<file path="config.mk">
export PLATFORM = sky130hd
export DESIGN_NAME = nibble_serial_adder
export DESIGN_NICKNAME = d
export VERILOG_FILES = /design/src/rtl/nibble_serial_adder.sv
export SDC_FILE = /design/constraint.sdc
export NUM_CORES = 1
export LEC_CHECK = 0
export CORE_MARGIN = 2
export CORE_UTILIZATION = 48
export DETAILED_ROUTE_END_ITERATION = 10
export PLACE_DENSITY = 0.79
export RECOVER_POWER = 50
export SLEW_MARGIN = 20
export SYNTH_ARGS = -nofsm -noshare
export SYNTH_HDL_FRONTEND = slang
export SYNTH_SLANG_ARGS = --single-unit
export TNS_END_PERCENT = 1
</file>
<file path="constraint.sdc">
create_clock -name clk -period 2 [get_ports clk]
set_input_delay 0.4 -clock clk [delete_from_list [all_inputs] [get_ports clk]]
set_output_delay 0.4 -clock clk [all_outputs]
set_load 0.05 [all_outputs]
</file>
<file path="src/rtl/nibble_serial_adder.sv">
// nibble_serial_adder: drives an external 4-bit ripple adder one nibble per clock to add wide operands
// Parameter: NIBBLES - number of 4-bit slices (2..16); operand width W = 4*NIBBLES.
// Ports:
//   clk, rst (async active-high)
//   start, a[W], b[W], cin  - request and operands, taken in IDLE or DONE
//   busy, done, sum[W], cout - status and held result
//   add_a, add_b, add_cin   - nibble operands and carry to the 4-bit adder
//   add_s, add_cout         - combinational nibble result from the 4-bit adder
// Option: define NIBBLE_SERIAL_ADDER_OVF_EN to add the signed-overflow output ovf.
module nibble_serial_adder #(
    parameter int NIBBLES = 4
) (
    input  logic                   clk,
    input  logic                   rst,
    input  logic                   start,
    input  logic [4*NIBBLES-1:0]   a,
    input  logic [4*NIBBLES-1:0]   b,
    input  logic                   cin,
    output logic                   busy,
    output logic                   done,
    output logic [4*NIBBLES-1:0]   sum,
    output logic                   cout,
    output logic [3:0]             add_a,
    output logic [3:0]             add_b,
    output logic                   add_cin,
    input  logic [3:0]             add_s,
    input  logic                   add_cout
`ifdef NIBBLE_SERIAL_ADDER_OVF_EN
    ,
    output logic                   ovf
`endif
);
    localparam int W  = 4 * NIBBLES;
    localparam int IW = $clog2(NIBBLES);
    typedef enum logic [1:0] {IDLE, RUN, DONE} state_t;
    state_t         state, state_nx;
    logic [W-1:0]   a_reg, b_reg;
    logic           carry_reg;
    logic [IW-1:0]  idx;
    logic           accept, last;
    always_comb begin
        accept   = start && (state != RUN);
        last     = idx == IW'(NIBBLES - 1);
        state_nx = accept ? RUN : (state == RUN && !last) ? RUN : (state == RUN) ? DONE : IDLE;
        busy     = state == RUN;
        done     = state == DONE;
        add_a    = busy ? a_reg[4*idx +: 4] : 4'd0;
        add_b    = busy ? b_reg[4*idx +: 4] : 4'd0;
        add_cin  = busy && carry_reg;
    end
    always_ff @(posedge clk or posedge rst) begin
        if (rst) begin
            state     <= IDLE;
            a_reg     <= '0;
            b_reg     <= '0;
            carry_reg <= 1'b0;
            idx       <= '0;
            sum       <= '0;
            cout      <= 1'b0;
`ifdef NIBBLE_SERIAL_ADDER_OVF_EN
            ovf       <= 1'b0;
`endif
        end else begin
            state <= state_nx;
            if (accept) begin
                a_reg     <= a;
                b_reg     <= b;
                carry_reg <= cin;
                idx       <= '0;
                sum       <= '0;
                cout      <= 1'b0;
`ifdef NIBBLE_SERIAL_ADDER_OVF_EN
                ovf       <= 1'b0;
`endif
            end else if (busy) begin
                sum[4*idx +: 4] <= add_s;
                carry_reg       <= add_cout;
                // parks at 0 on the final nibble so idx never wraps when NIBBLES is a power of two
                idx             <= last ? '0 : idx + 1'b1;
                if (last) begin
                    cout <= add_cout;
`ifdef NIBBLE_SERIAL_ADDER_OVF_EN
                    // add_s[3] is the final sum MSB, written on this same edge
                    ovf  <= (a_reg[W-1] == b_reg[W-1]) && (add_s[3] != a_reg[W-1]);
`endif
                end
            end
        end
    end
endmodule

</file>
; Word-level counts from Yosys, hierarchy flattened
; Index checks and enable logic that the tools add are counted.
[op_classes]
n_mux = 16
n_shift = 4
add_sub_neg = 2
eq_ne = 4
n_reduce_logical = 7
[ops]
columns = op, n
row1 = $neg A4 Y34, 1
row2 = $shift A4 B34 Y16 const A, 1
row3 = $shiftx A4 B34 Y16, 1
row4 = $mux W16, 2
row5 = $shiftx A16 B5 Y4, 2
row6 = $bwmux W16, 1
row7 = $mux W2, 6
row8 = $mux W4, 2
row9 = $mux W1, 5
row10 = $eq A2 B2 Y1 const B, 2
row11 = $reduce_bool A2 Y1, 2
row12 = $logic_and A1 B1 Y1, 3
row13 = $add A2 B1 Y2 const B, 1
row14 = $eq A2 B1 Y1 const B, 1
row15 = $ne A2 B1 Y1 const B, 1
row16 = $reduce_and A2 Y1, 1
row17 = $logic_not A1 Y1, 1
[word_totals]
word_cells = 40
ff_bits = 54

; Longest topological paths before layout
; Gate-level depths: netlist of run 1.
[depth]
ltp_word = 5
ltp_mapped = 7
depth_no_buf = 5

; Least setup slack after synthesis of run 1
; No wires, ideal clock.
[synth_timing]
path_kind = register to output
start = register state[1]
end = output port add_a[0]
path_slack_ns = -0.174
arrival_time_ns = 1.774
required_ns = 1.600
path_stages_with_launch = 6
path_buffers = 1
path_cell_list = dfrtp_1 > nand2b_4 > inv_4 > buf_6 > nand2_2 > o22ai_1
[synth_via]
elab_chain_len = 2
[synth_rtl]
columns = element, line_no
row1 = start: declaration, 36  ; state_t state, state_nx;
row2 = start signal: assignment, 64  ; state <= state_nx;
row3 = $eq A2 B1 Y1, 45  ; busy = state == RUN;
row4 = via busy, 19  ; output logic busy,
row5 = $mux W4, 47  ; add_a = busy ? a_reg[4*idx +: 4] : 4'd0;
row6 = end: declaration, 23  ; output logic [3:0] add_a,
; The timed path passes the listed nets, and every way through them passes these cells.

; Final worst setup path of run 1
[layout_timing]
start = register idx[1]
end = output port add_b[0]
[layout_via]
elab_chain_len = 2
[layout_rtl]
columns = element, line_no
row1 = start: declaration, 39  ; logic [IW-1:0] idx;
row2 = start signal: assignment, 79  ; idx <= last ? '0 : idx + 1'b1;
row3 = $shiftx A16 B5 Y4, 48  ; add_b = busy ? b_reg[4*idx +: 4] : 4'd0;
row4 = $mux W4, 48
row5 = end: declaration, 24  ; output logic [3:0] add_b,
; No other way between the ends.

==> run metrics, run 1 <==
fin nets=298; worst hold path class=flip-flop to flip-flop; VDD IR max=1.37 mV; worst skew pair latency=320 ps; DP Wirelength=3670 µm; reg2reg end=sum[10]; antenna violations before repair=0; H-tree depth=2; Synth Register Bits=54; CTS buffer count=5; first-pass GRT wire length=8270 µm; Slew @ Worst Pin=1290 ps; grt ovf=0; Avg Synthesized Cell Area=14.9 µm²; Sw Share=43.6%; Crit Path Category=flip-flop to primary output; drt drc=0; post-place setup slack=236 ps; Sink Count=54; outcome=finished, final reports clean; Post-DRT Antenna Nets=0; most frequent cells in the layout=56 x clkdlybuf4s50_1, 54 x dfrtp_1, 26 x mux2_4; fmax=505 MHz; max_slew headroom=14.0%; Comb power frac=65.8%; leakage=1.66 nW; Tmin final=1980 ps; WHS Path Cells=1; DR iter-0 viols=85; count of pins over their slew limit=0; Worst Hold Endpoint=a_reg[4]; DIE WIDTH=77.4 µm; PwrDens=2000 nW/µm²; share of layout cells above drive strength 1=30.2%; Die Area=5990 µm²; Setup crit end kind=primary output; final worst setup slack=18.1 ps; WL/cell=16.9 µm; final setup fails=0; CP arrival=1580 ps; largest net degree at the start of global routing=55; CTS tree=done; global router's overall resource usage=17.7%; Netlist cell types=28; Ys Warns=0; Clock power frac=8.7%; Diodes inserted=0; Final Hold Viols=0; r2r worst-path depth=5; final core occ=71.7%; cts hold-fix bufs=0; synthesized net count=220; MaxCap Viol Count=0; vias in the first global route=1671; die boundary height=77.4 µm; drt pass-1 iters=4; register area share after synthesis=52.3%; cell area after synthesis=2580 µm²; GPL Wtd Cong=0.709; commonest non-fill, non-tap cell in the layout=clkdlybuf4s50_1; Max Fanout on Critical Path=9; via count=1683; Root Driver=clkbuf_8; hold_sp=a_reg[4]; Clock Skew=7.01 ps; I/O pin count=69; flop2flop setup slack=300 ps; row cnt=26; fraction of power consumed by sequential logic=25.6%; cell internal pwr=4.17 mW; number of buffers added on ports=68; RSZ-0062 raised after global routing=yes; cell count after synthesis=173; FILL cells=388; Starting Density=50.3%; Layout Area Growth over Synthesis=42.5%; WP data required=1600 ps; final worst path period share=99.1%; vias per cell=5.23; total wire length=5450 µm; FF-to-FF Start=idx[0]; Startpoint Class=flip-flop; core area=5140 µm²; clock-pin transition on the worst setup and hold timing paths=90 ps; P_sw=3.21 mW; Clock Path Buffers=2
==> cell type report <==
cell class / instances / area [µm²] / area share (%)
Sequential cell: 54 / 1350 / 36.7
Tap cell: 70 / 87.6 / 2.38
Multi-Input combinational cell: 107 / 1270 / 34.4
Timing Repair Buffer: 79 / 860 / 23.3
Clock buffer: 6 / 82.6 / 2.24
Clock inverter: 2 / 12.5 / 0.340
Inverter: 4 / 22.5 / 0.611
==> cells by family after synthesis <==
logic type / share of synthesized area (%)
AO/OA/AOI/OAI: 8.47
buffers and inverters: 3.39
multiplexers: 27.3
adder cells (fa/ha/maj): 2.90
AND/OR/NAND/NOR: 5.71
flip-flops: 52.3
==> worst max path at each step <==
stage	slack, ps	depth (start not counted)	end	from
after floorplan	-170	5	add_a[0]	state[1]
after global placement	260	4	b_reg[13]	start
after detailed placement	240	4	b_reg[13]	start
after CTS	-80	5	add_b[1]	state[1]
after global routing	-30	4	add_b[0]	idx[1]
final	20	4	add_b[0]	idx[1]
==> routing by layer <==
metal	GRT usage [%]	vias to the layer above	wire, µm
li1	-	790	-
met1	24.3	840	2390
met2	27.0	46	2730
met3	5.00	7	252
met4	6.43	0	75
met5	0	-	0
==> worst max-delay path, stage by stage (launching register included) <==
cell     delay (ps)
dfrtp_1         370
buf_4           220
mux2i_1         360
o22ai_4         140
buf_12          170
==> power by group through the flow <==
stage	clock, mW	sequential (mW)	combinational [mW]
finish	0.640	1.89	4.85
global route	0.688	1.95	5.07
CTS	0.657	1.88	4.34
detailed placement	0	1.89	4.30
global placement	0	1.88	4.22
floorplan	0	2.24	2.47
==> through the flow <==
stage | instances | area, µm² | hold WS, ps | power [mW] | setup TNS [ps]
2_1_floorplan | 173 | 2580 | 479 | 4.70 | -1390
3_3_place_gp | 311 | 3450 | 488 | 6.11 | 0
3_5_place_dp | 311 | 3450 | 488 | 6.18 | 0
4_1_cts | 319 | 3560 | 439 | 6.88 | -385
5_1_grt | 322 | 3680 | 525 | 7.71 | -67.6
6_report | 322 | 3680 | 502 | 7.38 | 0
==> cell usage after synthesis <==
| library cell | instances | area [µm²] |
|---|---|---|
| mux2_2 | 2 | 22.5 |
| nand2_4 | 1 | 11.3 |
| nor2_1 | 3 | 11.3 |
| a21o_1 | 1 | 7.51 |
| nor4_2 | 1 | 12.5 |
| ha_1 | 6 | 75.1 |
| mux2_4 | 30 | 450 |
| o21ai_0 | 1 | 5.00 |
| and2_1 | 2 | 12.5 |
| mux2i_1 | 19 | 190 |
| nor4b_4 | 1 | 23.8 |
| buf_6 | 4 | 45.0 |
| buf_4 | 2 | 15.0 |
| nand2_1 | 4 | 15.0 |
| o31ai_1 | 1 | 7.51 |
| nand2_2 | 2 | 12.5 |
| nor3_1 | 1 | 5.00 |
| nand2b_4 | 1 | 13.8 |
| mux2i_2 | 3 | 41.3 |
| nand4bb_1 | 1 | 11.3 |
| buf_2 | 2 | 10.0 |
| nor2b_1 | 1 | 6.26 |
| dfrtp_1 | 54 | 1350 |
| o22ai_1 | 8 | 50.1 |
| nor3b_2 | 1 | 12.5 |
| a22o_1 | 17 | 149 |
| inv_4 | 1 | 6.26 |
| inv_1 | 3 | 11.3 |
==> repair_timing <==
item,CTS,global route
resized for setup,2,22
setup buffers,0,3
pin swaps,0,1
endpoints found under the setup margin,8,9
(Power assumes the default switching activity.)
==> run 2: changes to the inputs <==
--- a/config.mk
+++ b/config.mk
@@ -10,7 +10,6 @@
 export DETAILED_ROUTE_END_ITERATION = 10
 export PLACE_DENSITY = 0.79
 export RECOVER_POWER = 50
-export SLEW_MARGIN = 20
 export SYNTH_ARGS = -nofsm -noshare
 export SYNTH_HDL_FRONTEND = slang
 export SYNTH_SLANG_ARGS = --single-unit
==> results of run 2 <==
Final layout, timing and power as in run 1 (identical DEF).
==> edit 1, RTL diff (flow settings as in run 1) <==
Register the output `add_a`, without a reset; this adds one clock of latency there. The other outputs are not delayed to match.
--- a/src/rtl/nibble_serial_adder.sv
+++ b/src/rtl/nibble_serial_adder.sv
@@ -33,6 +33,8 @@
     localparam int W  = 4 * NIBBLES;
     localparam int IW = $clog2(NIBBLES);
     typedef enum logic [1:0] {IDLE, RUN, DONE} state_t;
+
+    logic [3:0] add_a_d;
     state_t         state, state_nx;
     logic [W-1:0]   a_reg, b_reg;
     logic           carry_reg;
@@ -44,7 +46,7 @@
         state_nx = accept ? RUN : (state == RUN && !last) ? RUN : (state == RUN) ? DONE : IDLE;
         busy     = state == RUN;
         done     = state == DONE;
-        add_a    = busy ? a_reg[4*idx +: 4] : 4'd0;
+        add_a_d  = busy ? a_reg[4*idx +: 4] : 4'd0;
         add_b    = busy ? b_reg[4*idx +: 4] : 4'd0;
         add_cin  = busy && carry_reg;
     end
@@ -87,5 +89,9 @@
             end
         end
     end
+    always_ff @(posedge clk) begin
+        add_a <= add_a_d;
+    end
+
 endmodule
 
Function: changed (a bounded check fails within 4 cycles, from zero or initial values and one cycle with rst high).
==> edit 1 against run 1 <==
Sequential cell count increased by 4. Power increased by 0.55%. Setup slack improved by 0.023 ns. Area after synthesis increased by 3.1%. Synthesized cell count increased by 2.3%. Routed wire length increased by 2.2%. Core utilization decreased by 1.9 points. Combinational power decreased by 15%. Final area increased by 3.0%. Critical path type unchanged.
==> edit 1: results <==
{
  "status": "completed",
  "met2WireLength_um": 2760,
  "gp_congestion": 0.8085,
  "clk_pin_slew_ns": 0.06,
  "drive_gt1_share_pct": 27.97,
  "max_stage_delay_ns": 0.37,
  "h-tree-depth": 3,
  "grt_use_met1_pct": 26.47,
  "p_comb_mw": 4.12,
  "pg_seq_mw": 2.03,
  "m1WireLength_um": 2500,
  "detail_route.iter0.violations": 99,
  "worstSkewPairLatency_ns": 0.34,
  "p_seq_share_pct": 27.4,
  "use_met3_pct": 5.977,
  "track_usage_pct": 19.65,
  "syn_nets": 224,
  "worst-endpoint-arrival_ns": 1.56,
  "async_reset_ff_share_pct": 93.10,
  "dp.cells": 317,
  "ys.flop_type": "dfrtp_1",
  "synth_compound_gate_area_share_pct": 8.216,
  "clock_skew_ns": 0.006549,
  "fin_hold_ws_ns": 0.4911,
  "tightest_slew_ns": 1.321,
  "yosys.cell_types.count": 29,
  "synthAdderAreaFrac_pct": 2.817,
  "place_ws_ns": 0.2553,
  "p_leak_nw": 1.729,
  "synth-xor-area-share_pct": 0,
  "path_max_fanout": 10,
  "fin_cells": 333,
  "cts_buffers": 9,
  "antenna_found_initial": 0,
  "peakVddDrop_v": 0.001236,
  "cpLargestDelayFamily": "buffers and inverters",
  "hpwl_um": 3799,
  "cts_resized": 4,
  "via_per_inst": 5.135,
  "clk_path_buf_depth": 2,
  "synth_area_leaders": "dfrtp_1 (51%), mux2_4 (17%), mux2i_1 (7.1%), a22o_1 (5.6%), dfxtp_1 (3.0%)",
  "dpl_cell_area_mm2": 0.003521,
  "postSynthAreaPerCell_um2": 15.06,
  "synthMuxAreaShare_pct": 26.43,
  "num-nets-final": 303,
  "route.met3.wl_um": 221,
  "met2_usage_pct": 28.21,
  "power.internal_mw": 4.486,
  "wl_per_cell_um": 16.73,
  "grt_pass1_vias": 1749,
  "fill_cells": 384,
  "ys_seq_area_share_pct": 53.71,
  "grt_pass1_wl_um": 8852
}
-- edit 1: logic make-up after synthesis --
family | count (synthesis)
AOI/OAI and AO/OA | 28
adders and majority gates | 6
buffers and inverters | 12
DFF | 58
muxes | 54
and+or+nand+nor | 19
-- edit 1: cell type report --
class                      count  area (um^2)  area share [%]
inverter                       4        20.02          0.5275
timing repair buffer          76        817.0           21.53
sequential                    58         1431           37.72
multi-input combinational    107         1204           31.72
clock buffer                  10        127.6           3.363
clock inverter                 6        105.1           2.770
tap                           72        90.09           2.374
-- edit 1: path summary, 6_finish.rpt --
check                              start  endpoint  slack, ns  cells after the start
min in group asynchronous            rst    sum[7]       0.95                      3
worst max register to register    idx[0]   sum[11]       0.16                      5
worst min register to register  a_reg[3]  a_reg[3]       0.49                      1
worst min-delay path            a_reg[3]  a_reg[3]       0.49                      1
worst max-delay path              idx[1]  add_b[1]       0.04                      4
max in group asynchronous            rst  a_reg[7]       0.24                      3
==> edit 2, RTL diff (config.mk and constraints of run 1) <==
Without the edit above. Set the parameter `NIBBLES` to 8 (it was 4). Comments in the files are not updated.
--- a/src/rtl/nibble_serial_adder.sv
+++ b/src/rtl/nibble_serial_adder.sv
@@ -8,7 +8,7 @@
 //   add_s, add_cout         - combinational nibble result from the 4-bit adder
 // Option: define NIBBLE_SERIAL_ADDER_OVF_EN to add the signed-overflow output ovf.
 module nibble_serial_adder #(
-    parameter int NIBBLES = 4
+    parameter int NIBBLES = 8
 ) (
     input  logic                   clk,
     input  logic                   rst,
Interface: changed (resized a, b and sum); port bits go from 69 to 117. No check against the original RTL was run, so the function may have changed too.
==> edit 2 against run 1 <==
The flow now finishes with violations (negative setup slack). Non-clock buffer count rose by 63. Sequential share of layout area grew 2.0 points. Final area is 81% higher. Worst hold slack lost 0.0063 ns. Critical path depth up 1. First-iteration DRC count increased by 53%. Sequential power rose by 89%. Area after synthesis increased by 88%. Maximum frequency decreased by 13%. Sequential cell count up 49. Routed wire length increased by 120%. Critical path type unchanged. Highest routed layer unchanged. Largest power group unchanged. Setup slack worse by 0.31 ns. Power rose by 72%.
==> edit 2: results <==
{
  "relSlewSlack_pct": 50.27,
  "ys_seq_area_share_pct": 53.15,
  "worst-endpoint-arrival_ns": 1.89,
  "path_max_fanout": 5,
  "syn_inst": 366,
  "track_usage_pct": 22.36,
  "synth_area_leaders": "dfrtp_1 (53%), mux2_2 (16%), mux2_1 (3.9%), a32o_1 (2.5%), ha_1 (2.1%)",
  "h-tree-depth": 3,
  "clock_skew_ns": 0.01234,
  "max_stage_delay_ns": 0.54,
  "status": "complete, but fails checks",
  "drive_gt1_share_pct": 34.13,
  "grt_pass1_vias": 3798,
  "gp_congestion": 0.8223,
  "grt_pass1_wl_um": 19490,
  "hpwl_um": 8630,
  "setup_slack_ns": -0.2897,
  "cpLargestDelayFamily": "multiplexers",
  "cts_resized": 29,
  "setup_viol": 9,
  "slowest_stage": "mux4_2",
  "port_buffers": 116,
  "failed_checks": "negative setup slack",
  "detail_route.iter0.violations": 130,
  "routed_wl_um": 11840
}
==> edit 2: changes by cell type in the layout (fill, tap and decap cells not counted), sizes merged, moves of 7 or more <==
cell / change
mux2: +56
dfrtp: +49
clkdlybuf4s50: +42
buf: +16
inv: +16
a22o: -13
mux2i: -13
a32o: +12
nor2: +12
o21ai: +9
nor3: +8
clkbuf: +7
==> edit 2: layer usage <==
layer | track usage (%) | vias to the layer above | part of all wire, %
li1 | - | 1620 | -
met1 | 30.21 | 1781 | 44
met2 | 36.18 | 96 | 50
met3 | 4.261 | 19 | 4.4
met4 | 7.819 | 0 | 2.1
met5 | 0 | - | 0
==> edit 2: final cells by class <==
cell class                 instances  share of cell area [%]
clock inverter                     7                   1.330
tap                              133                   2.491
clock buffer                       9                   1.854
multi-input combinational        223                   33.04
inverter                          17                  0.9740
timing repair buffer             142                   21.67
sequential                       103                   38.64
==> edit 2: path summary, 6_finish.rpt <==
path	startpoint	endpoint	slack, ns	cells after the start
setup / recovery	idx[0]	add_a[0]	-0.29	5
hold / removal	a_reg[4]	a_reg[4]	0.50	1
setup reg to reg	idx[0]	sum[15]	0.06	7
hold reg to reg	a_reg[4]	a_reg[4]	0.50	1
max in group asynchronous	rst	carry_reg	0.34	3
min in group asynchronous	rst	sum[12]	0.52	2
==> edit 2: cells by family (layout without fill, tap and decap cells) <==
logic type | count (synthesis) | count (layout) | synth area share [%]
simple gates | 60 | 60 | 7.379
compound gates | 54 | 54 | 8.540
mux | 101 | 101 | 24.15
flops | 103 | 103 | 53.15
fa+ha+maj | 8 | 8 | 2.064
buf+inv | 40 | 175 | 4.721
==> edit 2: report_power, final <==
group          internal [mW]  switching, mW  leakage, nW
logic                   3.55           4.18         1.43
registers               3.04          0.540         1.28
clock network          0.610          0.791        0.105
total                   7.20           5.51         2.82
